File: config.mk
export PLATFORM = sky130hd
export DESIGN_NAME = load_store_unit
export DESIGN_NICKNAME = d
export VERILOG_FILES = /design/src/rtl/load_store_unit_pkg.sv /design/src/rtl/load_store_unit_aligner.sv /design/src/rtl/load_store_unit.sv
export SDC_FILE = /design/constraint.sdc
export NUM_CORES = 1
export LEC_CHECK = 0
export ABC_AREA = 1
export CAP_MARGIN = 20
export CORE_MARGIN = 2
export CORE_UTILIZATION = 25
export CTS_CLUSTER_SIZE = 28
export DETAILED_ROUTE_END_ITERATION = 8
export GPL_TIMING_DRIVEN = 1
export SETUP_SLACK_MARGIN = 0.15
export SKIP_CTS_REPAIR_TIMING = 1
export SLEW_MARGIN = 10
export SYNTH_ARGS = -nofsm -noshare
export SYNTH_HDL_FRONTEND = slang
export SYNTH_SLANG_ARGS = --single-unit
File: constraint.sdc
create_clock -name clock -period 3.1 [get_ports clock]
set_input_delay 0.62 -clock clock [delete_from_list [all_inputs] [get_ports clock]]
set_output_delay 0.62 -clock clock [all_outputs]
set_load 0.01 [all_outputs]
File: src/rtl/load_store_unit_pkg.sv
// Shared load/store definitions: FSM states, load split options, store masks.
// The access legality check lives here so the decoder and the LSU agree on it.
package load_store_unit_pkg;

  typedef enum logic [1:0] {
    IDLE          = 2'd0,
    REQUEST       = 2'd1,
    WAIT_RESPONSE = 2'd2,
    DONE          = 2'd3
  } lsu_state_e;

  localparam logic [2:0] SPLIT_LW  = 3'b000;
  localparam logic [2:0] SPLIT_LH  = 3'b001;
  localparam logic [2:0] SPLIT_LHU = 3'b010;
  localparam logic [2:0] SPLIT_LB  = 3'b011;
  localparam logic [2:0] SPLIT_LBU = 3'b100;

  localparam logic [3:0] MASK_LOAD = 4'b0000;
  localparam logic [3:0] MASK_SB   = 4'b0001;
  localparam logic [3:0] MASK_SH   = 4'b0011;
  localparam logic [3:0] MASK_SW   = 4'b1111;

  // Stores are sized by their mask, loads by their split option.
  function automatic logic access_is_faulty(input logic [1:0] offset,
                                            input logic [3:0] mask,
                                            input logic [2:0] option);
    logic bad_mask;
    logic bad_option;
    logic misaligned;
    bad_mask   = !(mask == MASK_LOAD || mask == MASK_SB || mask == MASK_SH || mask == MASK_SW);
    bad_option = (option > SPLIT_LBU);
    if (mask == MASK_LOAD) begin
      misaligned = ((option == SPLIT_LW) && (offset != 2'b00)) ||
                   (((option == SPLIT_LH) || (option == SPLIT_LHU)) && offset[0]);
    end else begin
      misaligned = ((mask == MASK_SW) && (offset != 2'b00)) ||
                   ((mask == MASK_SH) && offset[0]);
    end
    return bad_mask || bad_option || misaligned;
  endfunction

endpackage

File: src/rtl/load_store_unit_aligner.sv
// Picks the addressed byte/half out of a read word and sign- or zero-extends it.
// Purely combinational.
module load_data_aligner
  import load_store_unit_pkg::*;
(
  input  logic [31:0] read_word,
  input  logic [1:0]  byte_offset,
  input  logic [2:0]  split_option,
  output logic [31:0] aligned_data
);

  logic [31:0] shifted;
  logic [7:0]  lane_byte;
  logic [15:0] lane_half;

  always_comb begin
    shifted   = read_word >> {byte_offset, 3'b000};
    lane_byte = shifted[7:0];
    lane_half = byte_offset[1] ? read_word[31:16] : read_word[15:0];
    case (split_option)
      SPLIT_LW:  aligned_data = read_word;
      SPLIT_LH:  aligned_data = {{16{lane_half[15]}}, lane_half};
      SPLIT_LHU: aligned_data = {16'h0000, lane_half};
      SPLIT_LB:  aligned_data = {{24{lane_byte[7]}}, lane_byte};
      SPLIT_LBU: aligned_data = {24'h000000, lane_byte};
      default:   aligned_data = 32'h0000_0000;
    endcase
  end

endmodule

File: src/rtl/load_store_unit.sv
// Single-outstanding load/store unit bridging the execute stage to a valid/ready bus.
// Illegal or misaligned accesses fault straight to DONE without touching the bus.
module load_store_unit
  import load_store_unit_pkg::*;
(
  input  logic        clock,
  input  logic        reset,
  input  logic        request_valid,
  output logic        request_ready,
  input  logic [31:0] address,
  input  logic [31:0] store_data,
  input  logic [3:0]  memory_write_enable,
  input  logic [2:0]  memory_split_option,
  output logic        bus_valid,
  input  logic        bus_ready,
  output logic [31:0] bus_address,
  output logic        bus_write,
  output logic [3:0]  bus_byte_enable,
  output logic [31:0] bus_write_data,
  input  logic [31:0] bus_read_data,
  input  logic        bus_response_valid,
  output logic        response_valid,
  output logic [31:0] load_data,
  output logic        access_fault
);

  lsu_state_e  state_q, state_d;
  logic [31:0] addr_q, addr_d;
  logic [31:0] wdata_q, wdata_d;
  logic [3:0]  be_q, be_d;
  logic        write_q, write_d;
  logic [2:0]  option_q, option_d;
  logic        fault_q, fault_d;
  logic [31:0] load_data_q, load_data_d;
  logic [31:0] aligned_data;
  logic        request_fault;

  load_data_aligner u_aligner (
    .read_word    (bus_read_data),
    .byte_offset  (addr_q[1:0]),
    .split_option (option_q),
    .aligned_data (aligned_data)
  );

  always_comb begin
    state_d       = state_q;
    addr_d        = addr_q;
    wdata_d       = wdata_q;
    be_d          = be_q;
    write_d       = write_q;
    option_d      = option_q;
    fault_d       = fault_q;
    load_data_d   = load_data_q;
    request_fault = access_is_faulty(address[1:0], memory_write_enable, memory_split_option);
    case (state_q)
      IDLE: begin
        if (request_valid) begin
          addr_d   = address;
          wdata_d  = store_data << {address[1:0], 3'b000};
          be_d     = memory_write_enable << address[1:0];
          write_d  = (memory_write_enable != MASK_LOAD);
          option_d = memory_split_option;
          fault_d  = request_fault;
          state_d  = request_fault ? DONE : REQUEST;
        end
      end
      REQUEST: begin
        if (bus_ready) state_d = write_q ? DONE : WAIT_RESPONSE;
      end
      WAIT_RESPONSE: begin
        if (bus_response_valid) begin
          load_data_d = aligned_data;
          state_d     = DONE;
        end
      end
      DONE: begin
        fault_d = 1'b0;
        state_d = IDLE;
      end
      default: state_d = IDLE;
    endcase
  end

  always_ff @(posedge clock) begin
    if (reset) begin
      state_q     <= IDLE;
      addr_q      <= '0;
      wdata_q     <= '0;
      be_q        <= '0;
      write_q     <= 1'b0;
      option_q    <= '0;
      fault_q     <= 1'b0;
      load_data_q <= '0;
    end else begin
      state_q     <= state_d;
      addr_q      <= addr_d;
      wdata_q     <= wdata_d;
      be_q        <= be_d;
      write_q     <= write_d;
      option_q    <= option_d;
      fault_q     <= fault_d;
      load_data_q <= load_data_d;
    end
  end

  assign request_ready   = (state_q == IDLE);
  assign bus_valid       = (state_q == REQUEST);
  assign bus_address     = {addr_q[31:2], 2'b00};
  assign bus_write       = write_q;
  assign bus_byte_enable = be_q;
  assign bus_write_data  = wdata_q;
  assign response_valid  = (state_q == DONE);
  assign access_fault    = (state_q == DONE) && fault_q;
  assign load_data       = load_data_q;

endmodule

==> run metrics <==
Worst EP arrival=around 1700 ps; Yosys warnings=0; number of routed nets with antenna violations=0; antenna cells=0; Synth Register Bits=about 110; TNS Setup=0 ps; die outline width=between 150 and 200 um; GR Overflow Total=0; deepest clock path buffer count=2; Synth Area per Inst=6.46 um^2; WL final=19.6 mm; Mapped Cells=a little under 900; Reg2Reg Setup Slack=990 ps; status=finished, final reports clean; Clock Sinks=107; fraction of layout cells with a size suffix above 1=5.93%; CP cell instances=inv_1, ha_1, clkdlybuf4s50_1; Peak VDD IR=0.256 mV; Final Cycle Share=75.4%; Rel. slew slack=56.1%; Post-DP HPWL=about 14 mm; HP Start=bus_write_data[2]; CTS clk-pin slew, worst paths=80 ps; Core Footprint=approximately 23000 um^2; Power Density=666 nW/um^2; Max Slew Vio Count=0; Vias/cell=4.47; kind of critical path=flip-flop to output port; Avg WL per Cell=approximately 15 um; Reg area=2140 um^2; area grow syn2layout=42.1%; leak pwr=0.00351 uW; CTS tree=built; clock share of power=between 20% and 30%; insertion delay to the later sink of the worst-skew pair=~350 ps; Cell Rows=55; slowest CP cell=clkdlybuf4s50_1; io pins=213; CTS H-tree depth=3; Crit path largest cell delay=a little over 600 ps; Core Util, Final=between 30 and 40%; clock root buffer=clkbuf_16; number of DRC markers in iteration 0=400; NetSw=2080 uW; final hold vios=0; largest net degree at the start of global routing=76; Critical Path Source Type=flip-flop; Fillers=around 2.4k; number of global-route vias before repair=around 5.4k; via count=5945; TritonCTS Buffers=9; Slew @ Worst Pin=~660 ps; RSZ-0062 raised after global routing=no; first-pass GRT wire length=29.6 mm; area occupied by multi-input gates=~2800 um^2; DRC Markers=0; HP Class=flip-flop to flip-flop; Reg power frac=33.2%; crit path time final=~2300 ps; P_int=between 3000 and 4000 uW; synthesized area=5730 um^2; drt pass-1 iters=5; post-synth cell types=29; Die Y=155 um; maxcap violations=0; GRT Total Usage=approximately 16%; Worst Hold Endpoint=bus_write_data[2]; Worst Hold Depth=2; Initial Util=~25%; RR Endpoint=load_data[15]; Final Skew=8.72 ps; critical path required time=between 2000 and 2500 ps; switching share of power=38.4%; port bufs=210; GPL Wtd Cong=about 0.9; fmax=roughly 430 MHz; Worst R2R Path Depth=8; crit-path max FO=6; reg-to-reg startpoint=addr_q[1]; post-synthesis sequential area ratio=between 30% and 40%; crit path capture type=output port; combinational power share=around 45%; final number of setup-violating endpoints=0; Layout Nets=1152; initial antenna violation count=0; die area=24100 um^2
## cell usage in the layout (no fill, tap or decap), types with 3 or more instances in the layout
cell type	netlist	layout
nand2_1	287	286
clkdlybuf4s50_1	0	209
dfxtp_1	107	107
nor2_1	87	87
inv_1	86	86
o21ai_0	74	74
nand3_1	52	52
a21oi_1	46	46
buf_4	34	15
o211ai_1	13	13
nand3_2	11	11
a21oi_2	10	10
clkbuf_16	0	9
o221ai_1	6	6
a2bb2oi_1	5	5
ha_1	4	4
nand2_2	2	3
inv_2	3	3
## cell families after synthesis
| kind of cell | synth area share, % |
|---|---|
| other | 0.0655 |
| adder cells (fa/ha/maj) | 0.874 |
| AND/OR/NAND/NOR | 31.4 |
| buffers and inverters | 14.3 |
| AO/OA/AOI/OAI | 15.9 |
| flip-flops | 37.4 |
## flip-flops by register name (all words and copies together) (netlist names)
| signal | cells |
|---|---|
| bus_write | 1 |
| load_data | 32 |
| bus_write_data | 32 |
| addr_q | 32 |
| fault_q | 1 |
| state_q | 2 |
| option_q | 3 |
| bus_byte_enable | 4 |
## layout make-up
cell class | count | area share (%)
Inverter | 91 | 4.20
Multi-Input combinational cell | 605 | 34.0
Tap cell | 285 | 4.38
Clock inverter | 7 | 0.907
Clock buffer | 9 | 2.77
Timing Repair Buffer | 226 | 27.4
Sequential cell | 107 | 26.3
## metrics by stage
step | power (uW) | instances | instance area (um^2) | hold slack, ps | worst slack, ps
floorplan | 3380 | 888 | 5730 | 456 | 1430
global placement | 4260 | 1314 | 7840 | 453 | 740
detailed placement | 4280 | 1314 | 7840 | 457 | 687
CTS | 5490 | 1330 | 8140 | 469 | 742
global route | 5820 | 1330 | 8140 | 483 | 691
finish | 5420 | 1330 | 8140 | 465 | 763
## metal layers
layer / vias to the layer above / GRT usage, % / wire length (um)
met3: 10 / 6.60 / 2030
met5: - / 0 / 0
met1: 2675 / 20.0 / 8610
met2: 201 / 24.8 / 8800
li1: 3059 / - / -
met4: 0 / 3.15 / 106
## how the worst max path moves through the flow
stage | from | endpoint | slack, ps | cells past startpoint
floorplan | state_q[0] | bus_byte_enable[1] | 1430 | 8
global placement | bus_read_data[7] | load_data[10] | 740 | 7
detailed placement | bus_read_data[23] | load_data[15] | 690 | 7
CTS | state_q[0] | request_ready | 740 | 3
global route | state_q[0] | request_ready | 690 | 3
finish | state_q[0] | request_ready | 760 | 3
## power by group through the flow
stage               sequential [uW]  combinational [uW]  clock, uW
floorplan                      1850                1530          0
global placement               1830                2440          0
detailed placement             1830                2450          0
CTS                            1800                2460       1230
global route                   1830                2700       1290
finish                         1800                2430       1190
## worst max-delay path, delay by kind of cell (launching register included)
kind                       cells  cell delay, ps
adders and majority gates      1             280
DFF                            1             370
buffers and inverters          2             720
## cell usage after synthesis, drive strengths merged
cell type / instances / area [um^2]
nor2: 87 / 327
dfxtp: 107 / 2140
o22ai: 1 / 6.26
a211oi: 1 / 7.51
a2bb2oi: 5 / 43.8
o211ai: 13 / 97.6
clkinv: 2 / 7.51
o21ai: 75 / 379
buf: 56 / 369
clkbuf: 29 / 110
ha: 4 / 50.1
inv: 89 / 334
nand2: 289 / 1090
conb: 1 / 3.75
o221ai: 6 / 52.6
or2: 2 / 12.5
a21oi: 56 / 318
o21a: 1 / 7.51
nand3: 63 / 370
(Power assumes the default switching activity.)
